$ cat config.mk
export PLATFORM = sky130hd
export DESIGN_NAME = sync_tx_arbiter
export DESIGN_NICKNAME = d
export VERILOG_FILES = /design/src/rtl/sync_ctrl_pkg.sv /design/src/rtl/rr_arbiter.sv /design/src/rtl/sync_tx_arbiter.sv
export SDC_FILE = /design/constraint.sdc
export NUM_CORES = 1
export LEC_CHECK = 0
export ABC_AREA = 1
export CAP_MARGIN = 25
export CELL_PAD_IN_SITES_DETAIL_PLACEMENT = 1
export CELL_PAD_IN_SITES_GLOBAL_PLACEMENT = 1
export CORE_AREA = 2 2 85 79
export CTS_CLUSTER_DIAMETER = 40
export DETAILED_ROUTE_END_ITERATION = 6
export DIE_AREA = 0 0 87 81
export GPL_ROUTABILITY_DRIVEN = 0
export GPL_TIMING_DRIVEN = 0
export PLACE_DENSITY = 0.87
export SYNTH_ARGS = -nofsm -noshare
export SYNTH_HDL_FRONTEND = slang
export SYNTH_SLANG_ARGS = --single-unit
$ cat constraint.sdc
create_clock -name CLK -period 5.98 [get_ports CLK]
set_clock_uncertainty 0.2 [all_clocks]
set_input_delay 1.196 -clock CLK [delete_from_list [all_inputs] [get_ports CLK]]
set_output_delay 1.196 -clock CLK [all_outputs]
set_load 0.005 [all_outputs]
$ cat src/rtl/sync_ctrl_pkg.sv
// Shared encodings for the source-side sync channel controller.
// FSM states and timer sizing helper.
package sync_ctrl_pkg;

  typedef enum logic [1:0] {
    IDLE     = 2'd0,
    SETUP    = 2'd1,
    WAIT_ACK = 2'd2,
    WAIT_REL = 2'd3
  } state_e;

  // Timer must hold TIMEOUT; keep at least one bit when timeout is off.
  function automatic int tmr_width(input int timeout);
    return (timeout < 1) ? 1 : $clog2(timeout + 1);
  endfunction

endpackage

$ cat src/rtl/rr_arbiter.sv
// Round-robin pick: first set request at or above ptr, wrapping.
// Purely combinational; grant is one-hot, idx is its position.
module rr_arbiter #(
  parameter int NUM_REQ = 4,
  parameter int PW      = 2
) (
  input  logic [NUM_REQ-1:0] req,
  input  logic [PW-1:0]      ptr,
  output logic [NUM_REQ-1:0] grant,
  output logic [PW-1:0]      idx
);

  // Scan from ptr upward and keep the first hit.
  always_comb begin
    int  j;
    logic found;
    grant = '0;
    idx   = '0;
    found = 1'b0;
    j     = 0;
    for (int o = 0; o < NUM_REQ; o++) begin
      j = int'(ptr) + o;
      if (j >= NUM_REQ) j = j - NUM_REQ;
      if (!found && req[j]) begin
        found    = 1'b1;
        grant[j] = 1'b1;
        idx      = PW'(j);
      end
    end
  end

endmodule

$ cat src/rtl/sync_tx_arbiter.sv
// Shares one 4-phase req/ack sync channel among NUM_REQ sources.
// Round-robin capture onto tx_bus, ack synchronized internally.
module sync_tx_arbiter
  import sync_ctrl_pkg::*;
#(
  parameter int NUM_REQ    = 4,
  parameter int BUS_WIDTH  = 8,
  parameter int NUM_STAGES = 2,
  parameter int TIMEOUT    = 255
) (
  input  logic                         CLK,
  input  logic                         RST,
  input  logic [NUM_REQ-1:0]           req,
  input  logic [NUM_REQ*BUS_WIDTH-1:0] req_data,
  input  logic                         clr_err,
  output logic [NUM_REQ-1:0]           req_grant,
  output logic [BUS_WIDTH-1:0]         tx_bus,
  output logic                         tx_req,
  input  logic                         tx_ack_async,
  output logic                         busy,
  output logic                         done,
  output logic                         timeout_err
);

  localparam int PW = (NUM_REQ > 1) ? $clog2(NUM_REQ) : 1;
  localparam int TW = tmr_width(TIMEOUT);

  state_e                 state_q, state_d;
  logic [NUM_STAGES-1:0]  sync_q;
  logic [PW-1:0]          ptr_q, ptr_d;
  logic [TW-1:0]          timer_q, timer_d;
  logic [BUS_WIDTH-1:0]   bus_q, bus_d;
  logic [NUM_REQ-1:0]     grant_q, grant_d;
  logic                   txreq_q, txreq_d;
  logic                   done_q, done_d;
  logic                   err_q, err_d;

  logic                   ack_s;
  logic [NUM_REQ-1:0]     arb_gnt;
  logic [PW-1:0]          arb_idx;
  logic [TW-1:0]          tmr_inc;
  logic                   tmo;

  rr_arbiter #(
    .NUM_REQ (NUM_REQ),
    .PW      (PW)
  ) u_arb (
    .req   (req),
    .ptr   (ptr_q),
    .grant (arb_gnt),
    .idx   (arb_idx)
  );

  assign ack_s = sync_q[NUM_STAGES-1];

  // Ack synchronizer chain; only its last flop is observed.
  always_ff @(posedge CLK or posedge RST) begin
    if (RST) sync_q <= '0;
    else     sync_q <= {sync_q[NUM_STAGES-2:0], tx_ack_async};
  end

  // Saturating phase timer and its expiry test.
  assign tmr_inc = (timer_q == '1) ? timer_q : timer_q + TW'(1);
  assign tmo = (TIMEOUT != 0) && (int'(timer_q) + 1 >= TIMEOUT);

  // Next-state and registered-output logic for the handshake FSM.
  always_comb begin
    state_d = state_q;
    ptr_d   = ptr_q;
    timer_d = timer_q;
    bus_d   = bus_q;
    grant_d = '0;
    txreq_d = txreq_q;
    done_d  = 1'b0;
    err_d   = clr_err ? 1'b0 : err_q;
    unique case (state_q)
      IDLE: begin
        if (|req) begin
          bus_d   = req_data[arb_idx*BUS_WIDTH +: BUS_WIDTH];
          grant_d = arb_gnt;
          ptr_d   = (arb_idx == PW'(NUM_REQ-1)) ? '0 : arb_idx + PW'(1);
          state_d = SETUP;
        end
      end
      SETUP: begin
        txreq_d = 1'b1;
        timer_d = '0;
        state_d = WAIT_ACK;
      end
      WAIT_ACK: begin
        timer_d = tmr_inc;
        if (ack_s) begin
          txreq_d = 1'b0;
          timer_d = '0;
          state_d = WAIT_REL;
        end else if (tmo) begin
          txreq_d = 1'b0;
          err_d   = 1'b1;
          timer_d = '0;
          state_d = WAIT_REL;
        end
      end
      WAIT_REL: begin
        timer_d = tmr_inc;
        if (!ack_s) begin
          done_d  = 1'b1;
          timer_d = '0;
          state_d = IDLE;
        end else if (tmo) begin
          err_d   = 1'b1;
          timer_d = '0;
          state_d = IDLE;
        end
      end
    endcase
  end

  // State and output registers.
  always_ff @(posedge CLK or posedge RST) begin
    if (RST) begin
      state_q <= IDLE;
      ptr_q   <= '0;
      timer_q <= '0;
      bus_q   <= '0;
      grant_q <= '0;
      txreq_q <= 1'b0;
      done_q  <= 1'b0;
      err_q   <= 1'b0;
    end else begin
      state_q <= state_d;
      ptr_q   <= ptr_d;
      timer_q <= timer_d;
      bus_q   <= bus_d;
      grant_q <= grant_d;
      txreq_q <= txreq_d;
      done_q  <= done_d;
      err_q   <= err_d;
    end
  end

  assign req_grant   = grant_q;
  assign tx_bus      = bus_q;
  assign tx_req      = txreq_q;
  assign busy        = (state_q != IDLE);
  assign done        = done_q;
  assign timeout_err = err_q;

endmodule

==> key figures <==
Placed design
  • Port Buf Inserts: 55
  • Post-DP HPWL: approximately 4.9 mm
  • DP Worst Slack: 2.59 ns

Clocking
  • Post-CTS Setup Inserts: 0
  • Num CTS Buffers: 5
  • Clk_lat worst skew: 0.29 ns
  • H-tree depth: 2
  • # resized after CTS: 0
  • Root Driver: clkbuf_8
  • Clock Tree Buf Depth: 2
  • Clk sinks: 29
  • Hold buffer count at CTS: 0
  • Clock-pin slew on the worst setup and hold paths: 0.06 ns
  • CTS tree: yes

Synthesis
  • Synth Area in Simple Gates: 0.390
  • Multiplexer share of the synthesized area: 0
  • Xor and xnor area share after synthesis: 0.0158
  • Distinct cells, synth: 29
  • Warnings from Yosys: 0
  • Biggest area consumer among synthesized cells: dfrtp_1
  • Post-synthesis adder-cell area fraction: 0.0620
  • Main combinational cell family by area after synthesis: simple AND/OR/NAND/NOR gates
  • Post-synthesis instance area: 2220 um2
  • Synth Area in Compound Gates: 0.0800
  • Number of synthesized register bits: 29
  • Top cell type's share of synthesized area: 0.327
  • Cells after Synth: 334
  • Register area share after synthesis: 0.327
  • Synth top area cells: dfrtp_1 (33%), nand2_1 (19%), nand3_1 (11%)
  • Syn nets: 385
  • Avg Cell Area, Syn: 6.65 um2

Layout
  • Multi-input gate area: 1220 um2
  • Area growth, synth to finish: 35.5%
  • Nets: 448
  • FILL cells: 810
  • Share of cells above drive strength 1: 0.0779
  • ANT cells: 0
  • Register area: 726 um2
  • Final Util: 0.480

Pwr
  • P_leak: 1.64 nW
  • Peak supply drop: ~0.23 mV
  • Total power draw: 1.60 mW
  • Power Density: 531 nW/um2

STA
  • Final worst path period share: 0.517
  • Min Clock Period, post-route: a little over 3 ns
  • Worst-margin pin slew: about 0.65 ns
  • Maximum clock frequency: 0.323 GHz
  • Finish-stage setup viols: 0
  • Worst setup margin: about 2.9 ns
  • Hold WS: 0.154 ns
  • Setup TNS: 0 ns
  • Rel. slew slack: 0.568
  • RSZ-0062 raised after global routing: no
  • Fin. Hold Viols: 0
  • Pins Over Slew Limit: 0

Setup path
  • Worst EP required: 4.58 ns
  • Most common cell on crit path: inv_1
  • CP startpoint kind: flop
  • Crit-path slowest cell: clkdlybuf4s50_1
  • Crit path to: busy
  • Setup slack, reg-to-reg: 3.23 ns
  • R2R depth: 14
  • Critical R2R Capture: tx_bus[0]
  • CP Class: flop to output port
  • Arr. time, crit path: 1.70 ns
  • Crit-path max cell delay: around 0.5 ns
  • Worst setup path startpoint: state_q[0]
  • Max FO, Critical Path: 6
  • Crit end category: output port
  • Crit path cell chain: inv_1 > ha_1 > inv_1 > clkdlybuf4s50_1

GRT
  • Largest net degree at the start of global routing: 21
  • Vias in the first global route: between 2000 and 2500
  • Initial antenna violation count: 0
  • Total track usage: 0.192
  • First-pass GRT wire length: 10.9 mm
  • GRT overflow: 0

Route
  • Drt initial violations: 22
  • Via density: 4.81
  • DR WL/cell: 13.0 um
  • DR vias: 2274
  • Drt pass-1 iters: 4
  • Total Wirelength: ~6 mm
  • Antenna viol nets, final: 0
  • Remaining DRCs: 0

Floorplan
  • Starting density of the core: 0.354
  • Die X-Extent: 87 um
  • Die area: 7050 um2
  • Die height: 81 um
  • FP Rows: 28
  • Top-Level Pins: 56
  • Core ar.: 6270 um2

Flow run
  • Max Cap Violations: 0

Outcome
  • Status: complete, no violations

Hold path
  • Hold Crit Class: flop to flop
-- per-stage QoR --
step / instance area (um2) / std cells
finish: 3010 / 473
global route: 3010 / 473
CTS: 3010 / 473
detailed placement: 2890 / 465
global placement: 2870 / 464
floorplan: 2220 / 334
-- cell usage after synthesis --
master     number
nand2_1       115
inv_1          64
nand3_1        48
dfrtp_1        29
nor2_1         12
ha_1           11
o21ai_0        10
o22ai_1         6
a21oi_1         4
nand2_2         4
buf_2           3
nand2_4         3
nand3_2         3
nor2_2          3
xor2_1          3
inv_2           2
o2111ai_1       2
a21boi_0        1
a21oi_4         1
buf_6           1
clkinv_1        1
nand3_4         1
nand4_1         1
nand4_2         1
nor4_1          1
o211ai_1        1
o21ai_1         1
o21ai_4         1
xnor2_1         1
-- cells in the final DEF (no fill, tap or decap), types with 2 or more instances in the layout --
cell type        instances
nand3_2                  3
xor2_1                   3
nand2_1                115
inv_1                   64
ha_1                    11
nand2_4                  3
nor2_1                  12
clkdlybuf4s50_1         55
o2111ai_1                2
buf_2                    3
nand3_1                 48
dfrtp_1                 29
a21oi_1                  4
o22ai_1                  6
clkbuf_8                 6
nand2_2                  4
nor2_2                   3
inv_2                    2
o21ai_0                 10
-- how the worst min path moves through the flow --
stage | depth (start not counted) | slack, ns | from | to
2_1_floorplan | 0 | 0.13 | sync_q[0] | sync_q[1]
3_3_place_gp | 0 | 0.15 | sync_q[0] | sync_q[1]
3_5_place_dp | 0 | 0.14 | sync_q[0] | sync_q[1]
4_1_cts | 0 | 0.16 | sync_q[0] | sync_q[1]
5_1_grt | 0 | 0.16 | sync_q[0] | sync_q[1]
6_report | 0 | 0.15 | sync_q[0] | sync_q[1]
-- logic make-up after synthesis --
family          after synthesis
compound gates               27
fa+ha+maj                    11
simple gates                192
xor+xnor                      4
flops                        29
buf+inv                      71
-- flip-flops by register name (all words and copies together) (netlist names), named ones only --
| signal | cells |
|---|---|
| timer_q | 8 |
| tx_bus | 8 |
| req_grant | 4 |
| state_q | 2 |
| sync_q | 2 |
| done | 1 |
| ptr_q | 1 |
| timeout_err | 1 |
| tx_req | 1 |
-- per-layer routing --
metal | up-vias | routed length, um | global-route usage
met1 | 1058 | 2750 | 0.225
met4 | 0 | 70 | 0.0484
li1 | 1166 | - | -
met2 | 42 | 3090 | 0.356
met3 | 8 | 242 | 0.0386
met5 | - | 0 | 0
-- power by group --
group / internal, mW / total, mW / switching (mW)
registers: 0.261 / 0.312 / 0.0509
logic: 0.412 / 1.08 / 0.663
clock network: 0.136 / 0.211 / 0.0754
-- area by class of cell --
cell class,count,share of cell area
Clock inverter,1,0.00998
Sequential cell,29,0.241
Multi-Input combinational cell,234,0.405
Clock buffer,7,0.0287
Buffer,4,0.00873
Inverter,67,0.0836
Timing Repair Buffer,56,0.192
Tap cell,75,0.0312
-- critical path: cells and delay by family, from the launching register on --
family                     cells  cell delay [ns]
DFF                            1             0.39
adders and majority gates      1             0.27
buffers and inverters          3             0.74
Note: power is estimated with default switching activity, not from simulation.
